`src/rtl/vga_fb_arbiter.sv`:
```
// vga_fb_arbiter: shares one single-port synchronous framebuffer RAM between
// the display fetch path (priority) and the host port (bounded wait). Every
// issued read carries an {valid, owner} tag down a pipeline that matches the
// RAM latency, so the returned word is steered back to whoever asked for it.
module vga_fb_arbiter #(
    parameter int ADDR_W   = 17,
    parameter int DATA_W   = 8,
    parameter int RD_LAT   = 2,
    parameter int MAX_WAIT = 4
) (
    input  logic              clk_50,
    input  logic              rst,
    input  logic              disp_req,
    input  logic [ADDR_W-1:0] disp_addr,
    output logic              disp_ack,
    output logic              disp_valid,
    output logic [DATA_W-1:0] disp_data,
    input  logic              host_req,
    input  logic              host_we,
    input  logic [ADDR_W-1:0] host_addr,
    input  logic [DATA_W-1:0] host_wdata,
    output logic              host_ack,
    output logic              host_rvalid,
    output logic [DATA_W-1:0] host_rdata,
    output logic [ADDR_W-1:0] mem_addr,
    output logic              mem_we,
    output logic [DATA_W-1:0] mem_wdata,
    input  logic [DATA_W-1:0] mem_rdata
);
    localparam int              WC_W     = $clog2(MAX_WAIT + 1);
    localparam logic [WC_W-1:0] WAIT_SAT = WC_W'(MAX_WAIT);
    // Tag stage 0 lines up with mem_* being driven; stage STAGES lines up
    // with mem_rdata being valid.
    localparam int              STAGES   = RD_LAT;

    logic [WC_W-1:0]   wait_cnt_q, wait_cnt_d;
    logic [STAGES:0]   vld_pipe_q;
    logic [STAGES:0]   own_pipe_q;   // 1 = host owns the read
    logic              issue_rd;

    logic [ADDR_W-1:0] mem_addr_q;
    logic              mem_we_q;
    logic [DATA_W-1:0] mem_wdata_q;
    logic              disp_valid_q, host_rvalid_q;
    logic [DATA_W-1:0] disp_data_q, host_rdata_q;

    // Grant: display wins unless the host has been denied MAX_WAIT cycles in a row
    always_comb begin
        disp_ack = !rst && disp_req && !(host_req && (wait_cnt_q == WAIT_SAT));
        host_ack = !rst && host_req && !disp_ack;
        issue_rd = disp_ack || (host_ack && !host_we);
    end

    // Wait counter next state: count consecutive denied host cycles, saturating
    always_comb begin
        wait_cnt_d = '0;
        if (host_req && !host_ack)
            wait_cnt_d = (wait_cnt_q == WAIT_SAT) ? WAIT_SAT : wait_cnt_q + 1'b1;
    end

    // Wait counter register
    always_ff @(posedge clk_50) begin
        if (rst) wait_cnt_q <= '0;
        else     wait_cnt_q <= wait_cnt_d;
    end

    // RAM command register: capture the winner; idle cycles keep addr/wdata
    always_ff @(posedge clk_50) begin
        if (rst) begin
            mem_addr_q  <= '0;
            mem_we_q    <= 1'b0;
            mem_wdata_q <= '0;
        end else if (disp_ack) begin
            mem_addr_q  <= disp_addr;
            mem_we_q    <= 1'b0;
        end else if (host_ack) begin
            mem_addr_q  <= host_addr;
            mem_we_q    <= host_we;
            mem_wdata_q <= host_wdata;
        end else begin
            mem_we_q    <= 1'b0;
        end
    end

    // Read tag pipeline; reset drops every read still in flight
    always_ff @(posedge clk_50) begin
        if (rst) begin
            vld_pipe_q <= '0;
            own_pipe_q <= '0;
        end else begin
            vld_pipe_q <= {vld_pipe_q[STAGES-1:0], issue_rd};
            own_pipe_q <= {own_pipe_q[STAGES-1:0], host_ack};
        end
    end

    // Return steering: register RAM data into the owner's output only
    always_ff @(posedge clk_50) begin
        if (rst) begin
            disp_valid_q  <= 1'b0;
            host_rvalid_q <= 1'b0;
            disp_data_q   <= '0;
            host_rdata_q  <= '0;
        end else begin
            disp_valid_q  <= vld_pipe_q[STAGES] && !own_pipe_q[STAGES];
            host_rvalid_q <= vld_pipe_q[STAGES] &&  own_pipe_q[STAGES];
            if (vld_pipe_q[STAGES] && !own_pipe_q[STAGES]) disp_data_q  <= mem_rdata;
            if (vld_pipe_q[STAGES] &&  own_pipe_q[STAGES]) host_rdata_q <= mem_rdata;
        end
    end

    assign mem_addr    = mem_addr_q;
    assign mem_we      = mem_we_q;
    assign mem_wdata   = mem_wdata_q;
    assign disp_valid  = disp_valid_q;
    assign disp_data   = disp_data_q;
    assign host_rvalid = host_rvalid_q;
    assign host_rdata  = host_rdata_q;

endmodule
```
`config.mk`:
```
export PLATFORM = sky130hd
export DESIGN_NAME = vga_fb_arbiter
export DESIGN_NICKNAME = d
export VERILOG_FILES = /design/src/rtl/vga_fb_arbiter.sv
export SDC_FILE = /design/constraint.sdc
export NUM_CORES = 1
export LEC_CHECK = 0
export ABC_AREA = 0
export CAP_MARGIN = 40
export CORE_MARGIN = 1.5
export CORE_UTILIZATION = 35
export CTS_CLUSTER_SIZE = 24
export DETAILED_ROUTE_END_ITERATION = 6
export GPL_TIMING_DRIVEN = 0
export PLACE_DENSITY_LB_ADDON = 0.15
export REMOVE_ABC_BUFFERS = 1
export SETUP_SLACK_MARGIN = 0.2
export SLEW_MARGIN = 20
export SYNTH_ARGS = -nofsm -noshare
export SYNTH_HDL_FRONTEND = slang
export SYNTH_SLANG_ARGS = --single-unit
export TNS_END_PERCENT = 5
```
`constraint.sdc`:
```
create_clock -name clk_50 -period 1.4 [get_ports clk_50]
set_input_delay 0.42 -clock clk_50 [delete_from_list [all_inputs] [get_ports clk_50]]
set_output_delay 0.42 -clock clk_50 [all_outputs]
set_load 0.01 [all_outputs]
```
==> metrics.txt <==
Critical Path Start Type=register; min setup slack post-route=-260 ps; sequential share of the synthesized area=50.3%; DIE HEIGHT=80.6 microns; clk_lat worst skew=310 ps; DRC viols=0; Clock Tree Root=sky130_fd_sc_hd__clkbuf_8; antenna-violating nets left=0; leading cell type in the layout, fill and taps excluded=sky130_fd_sc_hd__clkdlybuf4s50_1; dominant cell type by area after synthesis=sky130_fd_sc_hd__dfxtp_1; hold path startpoint=vld_pipe_q[1]; die area=6500 sq um; layout overhead on the synthesized area=62.8%; r2r startpoint=wait_cnt_q[1]; Synthesis Warnings=0; number of synthesized register bits=53; gate count of the mapped netlist=238; post-route setup TNS=-532 ps; width of the chip=80.6 microns; placed instance count=395; total cell area at the placement stage=3120 sq um; fillers=581; violations in the final reports=setup timing; CP Class=reg -> out; via count=1,996; status=finished with violations; cell area power density=877 nW/um^2; slew at the pin closest to its max-slew limit=468 ps; min Tclk post-route=1660 ps; largest net degree at the start of global routing=39; initial DRC count=118; mean post-synth cell area=8.86 sq um; maximum vdd ir drop=0.446 mV; R2R depth=7; average wire per cell in the routed design=14.0 microns; share of flip-flops with an asynchronous set or reset after synthesis=0%; global routing usage summed across all routing layers=17.2%; TritonCTS sink count=53; required time worst endpoint=980 ps; clock buffer depth=2; number of unique standard cell types used by synthesis=29; Max Fanout on Critical Path=3; standard cell core area=5890 sq um; WHS Path Cells=1; number of top-level pins=101; antenna violations before repair=0; maximum operating frequency=602 MHz; EDFF count, synth=0; R2R setup slack=-30 ps; global-route wire length before repair=8730 microns; first-pass detailed-route iteration total=4; number of cell rows=28; Setup Skew=6.63 ps; final instance area=3430 sq um; clock transition at the registers of the reported paths=90 ps; maximum single-stage delay on the critical path=350 ps; Final Routed Wirelength=5740 microns; CTS HTree Levels=2; placed wire-length estimate after detailed placement=3680 microns; total inserted antenna cells=0; max-slew violation count=0; worst max-slew margin expressed relative to the limit=68.7%; static leakage power=1.31 nW; fraction of post-synthesis cell area in the top cell type by area=50.3%; number of buffers inserted by port buffering=100; Final Wtd Congestion=0.731; CTS tree=done; RR Endpoint=mem_addr[11]; endpoints failing setup=6; number of global-route vias before repair=1,825; slowest cell on the critical path=sky130_fd_sc_hd__dfxtp_2; Top FF cell, synth=sky130_fd_sc_hd__dfxtp_1; Hold EP=vld_pipe_q[2]; multi-input logic area=1010 sq um; Via-to-Cell Ratio=4.86; launching instance or port of the critical path=wait_cnt_q[0]; final hold violations=0; crit path cell chain=inv_2 > ha_4 > and3_4 > nor2_4 > buf_6; area of all sequential standard cells=1100 sq um; most used cells in the layout excluding fill and tap cells=sky130_fd_sc_hd__clkdlybuf4s50_1 (51), sky130_fd_sc_hd__dfxtp_2 (28), sky130_fd_sc_hd__nand2_1 (26); Nets=392; worst hold path class=reg -> reg; Initial Util=35.8%; residual overflow from global routing=0; final period utilization=119%; maximum capacitance violations=0; ratio of cells with drive above 1 in the final layout=35.4%; TritonCTS Buffers=5; top cells by area in the synthesized netlist=sky130_fd_sc_hd__dfxtp_1 (50%), sky130_fd_sc_hd__nand2_1 (4.8%), sky130_fd_sc_hd__nand3_1 (4.5%), sky130_fd_sc_hd__mux2_2 (4.3%), sky130_fd_sc_hd__nor2b_1 (4.2%); critical path data arrival time=1240 ps; number of standard cells in the final layout excluding fillers=411; Critical Path End Type=output pin; synthesized area=2110 sq um; unrepaired setup endpoints after global routing=true
[cells by family after synthesis]
kind of cell             Yosys count  synth area share [%]
AND/OR/NAND/NOR                   90                  19.9
buffers and inverters             22                  5.75
adder cells (fa/ha/maj)            2                  1.19
multiplexers                       8                  4.27
flip-flops                        53                  50.3
AO/OA/AOI/OAI                     63                  18.6
[cell usage after synthesis (2+ instances only)]
master / instances
sky130_fd_sc_hd__o21ai_0: 16
sky130_fd_sc_hd__buf_6: 2
sky130_fd_sc_hd__nand2b_1: 2
sky130_fd_sc_hd__a21oi_1: 17
sky130_fd_sc_hd__buf_4: 3
sky130_fd_sc_hd__clkbuf_1: 3
sky130_fd_sc_hd__and3_1: 2
sky130_fd_sc_hd__buf_1: 2
sky130_fd_sc_hd__a31oi_1: 8
sky130_fd_sc_hd__nand2_1: 27
sky130_fd_sc_hd__ha_1: 2
sky130_fd_sc_hd__a311oi_1: 9
sky130_fd_sc_hd__mux2_2: 8
sky130_fd_sc_hd__nand3_1: 19
sky130_fd_sc_hd__buf_2: 9
sky130_fd_sc_hd__nor2_1: 23
sky130_fd_sc_hd__nor2b_1: 14
sky130_fd_sc_hd__inv_1: 2
sky130_fd_sc_hd__a211oi_1: 8
sky130_fd_sc_hd__dfxtp_1: 53
[worst max path at each step]
stage | to | slack [ps] | depth (start not counted)
3_5_place_dp | disp_ack | -1360 | 4
2_1_floorplan | mem_addr[10] | -150 | 3
5_1_grt | disp_ack | -310 | 5
4_1_cts | disp_ack | -260 | 5
3_3_place_gp | disp_ack | -2630 | 4
6_report | disp_ack | -260 | 5
[stage by stage]
stage	total power, mW	utilization (%)	hold slack, ps	setup slack (ps)
2_1_floorplan	1.82	-	414	-152
3_3_place_gp	2.15	52.5	422	-2630
3_5_place_dp	2.16	53.1	422	-1360
4_1_cts	3.03	55.7	446	-260
5_1_grt	3.17	58.3	463	-307
6_report	3.01	58.3	444	-260
[layer usage]
metal | vias to the layer above | global-route usage (%) | routed length (microns)
li1 | 1024 | - | -
met1 | 905 | 22.7 | 2520
met2 | 55 | 27.0 | 2810
met3 | 12 | 4.20 | 290
met4 | 0 | 6.72 | 118
met5 | - | 0 | 0
[power by group]
group | leakage (nW) | internal (mW) | switching [mW]
Combinational | 0.815 | 0.316 | 0.212
Clock | 0.0456 | 0.358 | 0.508
Sequential | 0.447 | 1.58 | 0.0374
[critical path: cells and delay by family (launching register included)]
kind                       cells  cell delay (ps)
and+or+nand+nor                2              280
adders and majority gates      1              160
buffers and inverters          2              150
DFF                            1              350
[layout make-up]
type / instances / area share [%]
sequential: 53 / 31.9
timing repair buffer: 110 / 33.1
tap: 75 / 2.73
inverter: 2 / 0.219
clock buffer: 6 / 2.11
clock inverter: 2 / 0.401
multi-input combinational: 163 / 29.5
[flip-flops by register name (all words and copies together) (netlist names)]
name / cells
host_rvalid: 1
wait_cnt_q: 3
disp_valid: 1
mem_wdata: 8
disp_data: 8
host_rdata: 8
mem_we: 1
vld_pipe_q: 3
own_pipe_q: 3
mem_addr: 17
[what timing repair did]
action	in CTS	in global routing
hold buffers	0	0
endpoints found under the setup margin	84	90
buffers inserted	6	1
gates resized for setup	231	28
pin swaps	4	3
cloned	0	1
Note: power is estimated with default switching activity, not from simulation.
